## src/rtl/alu.sv

```systemverilog
// Registered MIPS-style ALU (AND/OR/ADD/SUB/SLT) with zero flag; 1-cycle latency.
// No handshake or backpressure: a new operation is accepted and evaluated every cycle.
module alu #(
   parameter int WIDTH = 4
) (
   input  logic             clk,
   input  logic             reset,
   input  logic [2:0]       op,
   input  logic [WIDTH-1:0] a,
   input  logic [WIDTH-1:0] b,
   output logic [WIDTH-1:0] result,
   output logic             zero
);

   typedef enum logic [2:0] {
      OP_AND = 3'b000,
      OP_OR  = 3'b001,
      OP_ADD = 3'b010,
      OP_SUB = 3'b110,
      OP_SLT = 3'b111
   } op_e;

   localparam logic [WIDTH-1:0] ONE = WIDTH'(1);

   logic [WIDTH-1:0] result_q, result_d;
   logic             zero_q, zero_d;
   logic [WIDTH-1:0] diff;
   logic             ovf;
   logic             lt;

   always_comb begin
      diff = a + ~b + ONE;
      // Signed overflow on a-b: operand signs differ and the difference takes b's sign.
      ovf  = (a[WIDTH-1] != b[WIDTH-1]) && (diff[WIDTH-1] != a[WIDTH-1]);
      lt   = diff[WIDTH-1] ^ ovf;

      result_d = '0;
      case (op)
         OP_AND:  result_d = a & b;
         OP_OR:   result_d = a | b;
         OP_ADD:  result_d = a + b;
         OP_SUB:  result_d = diff;
         OP_SLT:  result_d = {{(WIDTH-1){1'b0}}, lt};
         default: result_d = '0;
      endcase
      zero_d = (result_d == '0);
   end

   always_ff @(posedge clk) begin
      if (reset) begin
         result_q <= '0;
         zero_q   <= 1'b1;
      end else begin
         result_q <= result_d;
         zero_q   <= zero_d;
      end
   end

   assign result = result_q;
   assign zero   = zero_q;

endmodule

```

## config.mk

```make
export PLATFORM = sky130hd
export DESIGN_NAME = alu
export DESIGN_NICKNAME = d
export VERILOG_FILES = /design/src/rtl/alu.sv
export SDC_FILE = /design/constraint.sdc
export NUM_CORES = 1
export LEC_CHECK = 0
export ABC_AREA = 1
export CORE_MARGIN = 3
export CORE_UTILIZATION = 35
export DETAILED_ROUTE_END_ITERATION = 6
export PLACE_DENSITY = 0.57
export SYNTH_ARGS = -nofsm -noshare
export SYNTH_HDL_FRONTEND = slang
export SYNTH_SLANG_ARGS = --single-unit
```

## constraint.sdc

```tcl
create_clock -name clk -period 1.95 [get_ports clk]
set_input_delay 0.195 -clock clk [delete_from_list [all_inputs] [get_ports clk]]
set_output_delay 0.195 -clock clk [all_outputs]
set_load 0.05 [all_outputs]
```

==> metrics, run 1 <==
cts bufs inserted=3; run status=completed; share of cells above drive strength 1=26.12%; Die ar.=2453 sq um; Via-to-Cell Ratio=4.440; post-route DRC violation count=0; Power Density=435.2 nW/um^2; worst slew pin tran=0.4929 ns; CP Max Fanout=3; via count=706; Initial DRT Pass Iterations=4; Max IR drop VDD=0.2334 mV; port buffer count=17; Seq/Total Area, Yosys=15.09%; DRT antenna net count=0; wire per inst=9.270 um; Worst Hold Class=in2reg; DP Area=954.7 sq um; synthesized area per cell=6.631 sq um; GRT Residual Overflow=0; mapped cell area=663.1 sq um; RSZ-0062 raised after global routing=no; Netlist cell types=19; CP Data Required Time=2.12 ns; Synth Register Bits=5; Worst EP arrival=2.00 ns; max cap viols=0; dpl cells=154; routed wire length=1474 um; Mapped Cells=100; clock slew at reported path FFs=0.04 ns; max-slew headroom at the worst pin=67.04%; final std cells w/o fill=159; first-pass GRT wire length=2518 um; Core ar.=1764 sq um; Die X=49.53 um; initial antenna violation count=0; IO Count=18; DP Worst Slack=-0.3816 ns; Overall Global Routing Usage=13.06%; Setup-failing EPs final=0; root buf cell=clkbuf_4; final hold vios=0; Leak Pwr=0.5470 nW; Die Ht=49.53 um; fin nets=162; pin count of the biggest net entering global routing=9; Initial Util=37.59%; final setup margin=0.1200 ns; Critical Path End Type=flip-flop; Starting DRT DRC Count=8; WS Path Type=in2reg; syn nets=127; fin crit share=93.85%; FMAX=546.5 MHz; fin. max-slew vios=0; vias in the first global route=663; clk buf depth=2; CTS tree=yes; Post-DP HPWL=1317 um; Sink Count=5; Finished Cell Area=1035 sq um; num rows=15; crit start category=input pin; total number of yosys warnings=0; minimum clock period=1.830 ns; Layout Area Growth over Synthesis=56.04%; ANT cells=0; CTS H-tree depth=1; RePlAce Congestion=0.8095
worst max-delay path, stage by stage:
cell,delay [ns]
dlygate4sd2_1,0.26
buf_6,0.13
ha_1,0.18
o21bai_4,0.16
a21oi_2,0.14
fa_1,0.42
inv_1,0.06
nand3_1,0.07
nand2_1,0.09
nor2_2,0.04
buf_4,0.12
a21oi_1,0.13
stage by stage:
stage | util (%) | TNS, ns | hold WS [ns] | power [mW]
2_1_floorplan | - | 0 | 0.2641 | 0.2329
6_report | 58.65 | 0 | 0.5393 | 0.4503
5_1_grt | 58.65 | 0 | 0.5868 | 0.4907
3_5_place_dp | 54.11 | -1.135 | 0.8202 | 0.3231
4_1_cts | 57.73 | 0 | 0.5782 | 0.4520
3_3_place_gp | 54.11 | -1.000 | 0.8333 | 0.3212
routing by layer:
metal  vias to the layer above  wire length [um]  track usage, %
met5                         -                 0               0
met4                         0                85           10.14
met3                         8                68           2.417
met2                        19               725           23.35
met1                       308               595           13.12
li1                        371                 -               -
kinds of logic after synthesis:
family	count (synthesis)	share of synthesized area, %
fa+ha+maj	14	29.81
flops	5	15.09
buf+inv	25	14.72
compound gates	8	6.415
simple gates	48	33.96
cells in the mapped netlist, drive strengths merged:
library cell | n | area (sq um)
dfxtp | 5 | 100.1
fa | 3 | 60.06
nor2 | 13 | 61.31
nand2 | 21 | 81.33
o21bai | 1 | 7.510
and2 | 1 | 6.260
o21ai | 1 | 5.000
a21oi | 6 | 30.03
ha | 11 | 137.6
nand3b | 1 | 7.510
buf | 1 | 7.510
nor3 | 1 | 5.000
inv | 24 | 90.08
nand3 | 9 | 45.04
nand4 | 2 | 18.77
cells in the final DEF, fill, tap and decap left out, types with 2 or more instances in the layout:
cell type,Yosys,layout
nand2_1,20,20
nor2_1,8,8
inv_1,23,18
buf_4,1,13
inv_2,1,6
ha_1,11,8
dlymetal6s2s_1,0,2
a21oi_1,6,5
clkdlybuf4s50_1,0,11
nand3_1,9,9
ha_4,0,2
clkbuf_4,0,3
dlygate4sd2_1,0,4
fa_1,3,3
dfxtp_1,5,5
nor2_2,5,5
registers in the layout (all words and copies together) (netlist names):
register and flops:
zero 1, result 4
where the power goes:
part | total (mW) | switching, mW | internal, mW
Clock | 0.117 | 0.0396 | 0.0772
Sequential | 0.113 | 0.00177 | 0.111
Combinational | 0.221 | 0.119 | 0.102
timing repair:
item | CTS | global route
endpoints found under the setup margin | 3 | 2
setup buffers | 1 | 0
hold buffers | 0 | 0
pin swaps | 6 | 6
resized for setup | 13 | 4
path summary, 6_finish.rpt:
kind | startpoint | end | slack [ns] | cells past startpoint
worst max-delay path | a[1] | result[3] | 0.12 | 12
worst min-delay path | a[2] | result[2] | 0.54 | 6
layout make-up:
type / count / area [sq um]
multi-input cells: 70 / 508.0
fillers: 176 / 729.5
clock buffers: 4 / 26.28
inverters: 24 / 90.09
well taps: 25 / 31.28
repair buffers: 31 / 279.0
flip-flops and latches: 5 / 100.1
No activity file was read; power rests on OpenSTA's default activity.
==> inputs of run 2 (changes only) <==
--- a/config.mk
+++ b/config.mk
@@ -7,9 +7,9 @@
 export LEC_CHECK = 0
 export ABC_AREA = 1
 export CORE_MARGIN = 3
-export CORE_UTILIZATION = 35
+export CORE_UTILIZATION = 46
 export DETAILED_ROUTE_END_ITERATION = 6
-export PLACE_DENSITY = 0.57
+export PLACE_DENSITY = 0.73
 export SYNTH_ARGS = -nofsm -noshare
 export SYNTH_HDL_FRONTEND = slang
 export SYNTH_SLANG_ARGS = --single-unit
==> metrics, run 2 (synthesis results as in run 1) <==
RePlAce Congestion=0.8159 (was 0.8095); port buffer count=17 (unchanged); Critical Path End Type=flip-flop (unchanged); clock slew at reported path FFs=0.04 ns (about the same); Max IR drop VDD=0.2244 mV (was 0.2334 mV); max reg flops=4 (unchanged); clk buf depth=2 (unchanged); via count=738 (was 706); Sink Count=5 (unchanged); cts bufs inserted=3 (unchanged); share of cells above drive strength 1=25.93% (was 26.12%); Layout Area Growth over Synthesis=54.72% (was 56.04%); Power Density=446.8 nW/um^2 (was 435.2 nW/um^2); minimum clock period=1.817 ns (was 1.830 ns); fin. max-slew vios=0 (unchanged); IO Count=18 (unchanged); fin nets=163 (was 162); WS Path Type=in2reg (unchanged); crit start category=input pin (unchanged); Worst EP arrival=1.99 ns (was 2.00 ns); Initial DRT Pass Iterations=4 (unchanged); Overall Global Routing Usage=18.96% (was 13.06%); Setup-failing EPs final=0 (unchanged); worst slew pin tran=0.4999 ns (was 0.4929 ns); Tot Pwr=0.4584 mW (was 0.4503 mW); fin crit share=93.17% (was 93.85%); routed wire length=1642 um (was 1474 um); leading cell type in the layout, fill and taps excluded=nand2_1 (unchanged); CTS Hold Bufs=0 (unchanged); Die X=43.97 um (was 49.53 um); CP Max Fanout=3 (unchanged); GRT Residual Overflow=0 (unchanged); wire per inst=10.95 um (was 9.270 um); root buf cell=clkbuf_4 (unchanged); Finished Cell Area=1026 sq um (was 1035 sq um); Initial Util=49.72% (was 37.59%); max cap viols=0 (unchanged); final hold vios=0 (unchanged); run status=completed (unchanged); Core ar.=1334 sq um (was 1764 sq um); vias in the first global route=710 (was 663); Worst Hold Class=in2reg (unchanged); setup TNS=0 ns (unchanged); ANT cells=0 (unchanged); CTS H-tree depth=1 (unchanged); Die ar.=1933 sq um (was 2453 sq um); CTS tree=yes (unchanged); pin count of the biggest net entering global routing=9 (unchanged); num rows=13 (was 15); FILL cells=105 (was 176); max-slew headroom at the worst pin=66.57% (was 67.04%); Die Ht=43.97 um (was 49.53 um); Via-to-Cell Ratio=4.920 (was 4.440); Starting DRT DRC Count=15 (was 8); Leak Pwr=0.5455 nW (was 0.5470 nW); FMAX=550.4 MHz (was 546.5 MHz); first-pass GRT wire length=2773 um (was 2518 um); most frequent cells in the layout=20 x nand2_1, 19 x inv_1, 14 x buf_4 (was 20 x nand2_1, 18 x inv_1, 13 x buf_4); DRT antenna net count=0 (unchanged); fin util=76.92% (was 58.65%); DP Area=942.2 sq um (was 954.7 sq um); RSZ-0062 raised after global routing=no (unchanged); initial antenna violation count=0 (unchanged); Post-DP HPWL=1327 um (was 1317 um); post-route DRC violation count=0 (unchanged); CP Data Required Time=2.12 ns (about the same)
## run 2: routing by layer
metal | vias up | part of all wire, % | track usage [%]
li1 | 374 | - | -
met1 | 330 | 38 | 19.70
met2 | 24 | 54 | 37.50
met3 | 10 | 3.8 | 2.905
met4 | 0 | 3.8 | 6.024
met5 | - | 0 | 0
## run 2: cell type report
type,instances,area (sq um),share of cell area [%]
multi-input cells,70,508.0,49.51
repair buffers,32,282.8,27.56
flip-flops and latches,5,100.1,9.756
inverters,24,90.09,8.781
clock buffers,4,26.28,2.561
well taps,15,18.77,1.829
## run 2: per-stage QoR
stage	setup slack (ns)	std cells	hold slack (ns)
global placement	-0.3208	144	0.8120
CTS	0.04373	150	0.5793
detailed placement	-0.3624	144	0.8144
finish	0.1332	150	0.5825
global route	0.01081	150	0.6084
floorplan	0.1836	100	0.2641
## run 2: path summary, 6_finish.rpt
kind,startpoint,to,slack [ns],cells past startpoint
hold / removal,reset,result[0],0.58,2
setup / recovery,a[1],result[3],0.13,12
## run 2: critical path, cell delays in order
cell and delay, ns:
dlygate4sd2_1 0.26, buf_6 0.13, ha_1 0.19, o21bai_4 0.17
a21oi_2 0.13, fa_1 0.41, inv_1 0.06, nand3_1 0.07
nand2_1 0.09, nor2_2 0.05, buf_4 0.12, a21oi_1 0.12
## run 2: power by group
part | switching, mW | internal, mW
clock | 0.0401 | 0.0772
combinational | 0.124 | 0.104
sequential | 0.00217 | 0.111
## run 2: timing repair
item | 4_1_cts | 5_1_grt
setup buffers | 2 | 0
resized for setup | 14 | 2
endpoints found under the setup margin | 2 | 2
pin swaps | 6 | 3
hold endpoints to repair | 0 | 0
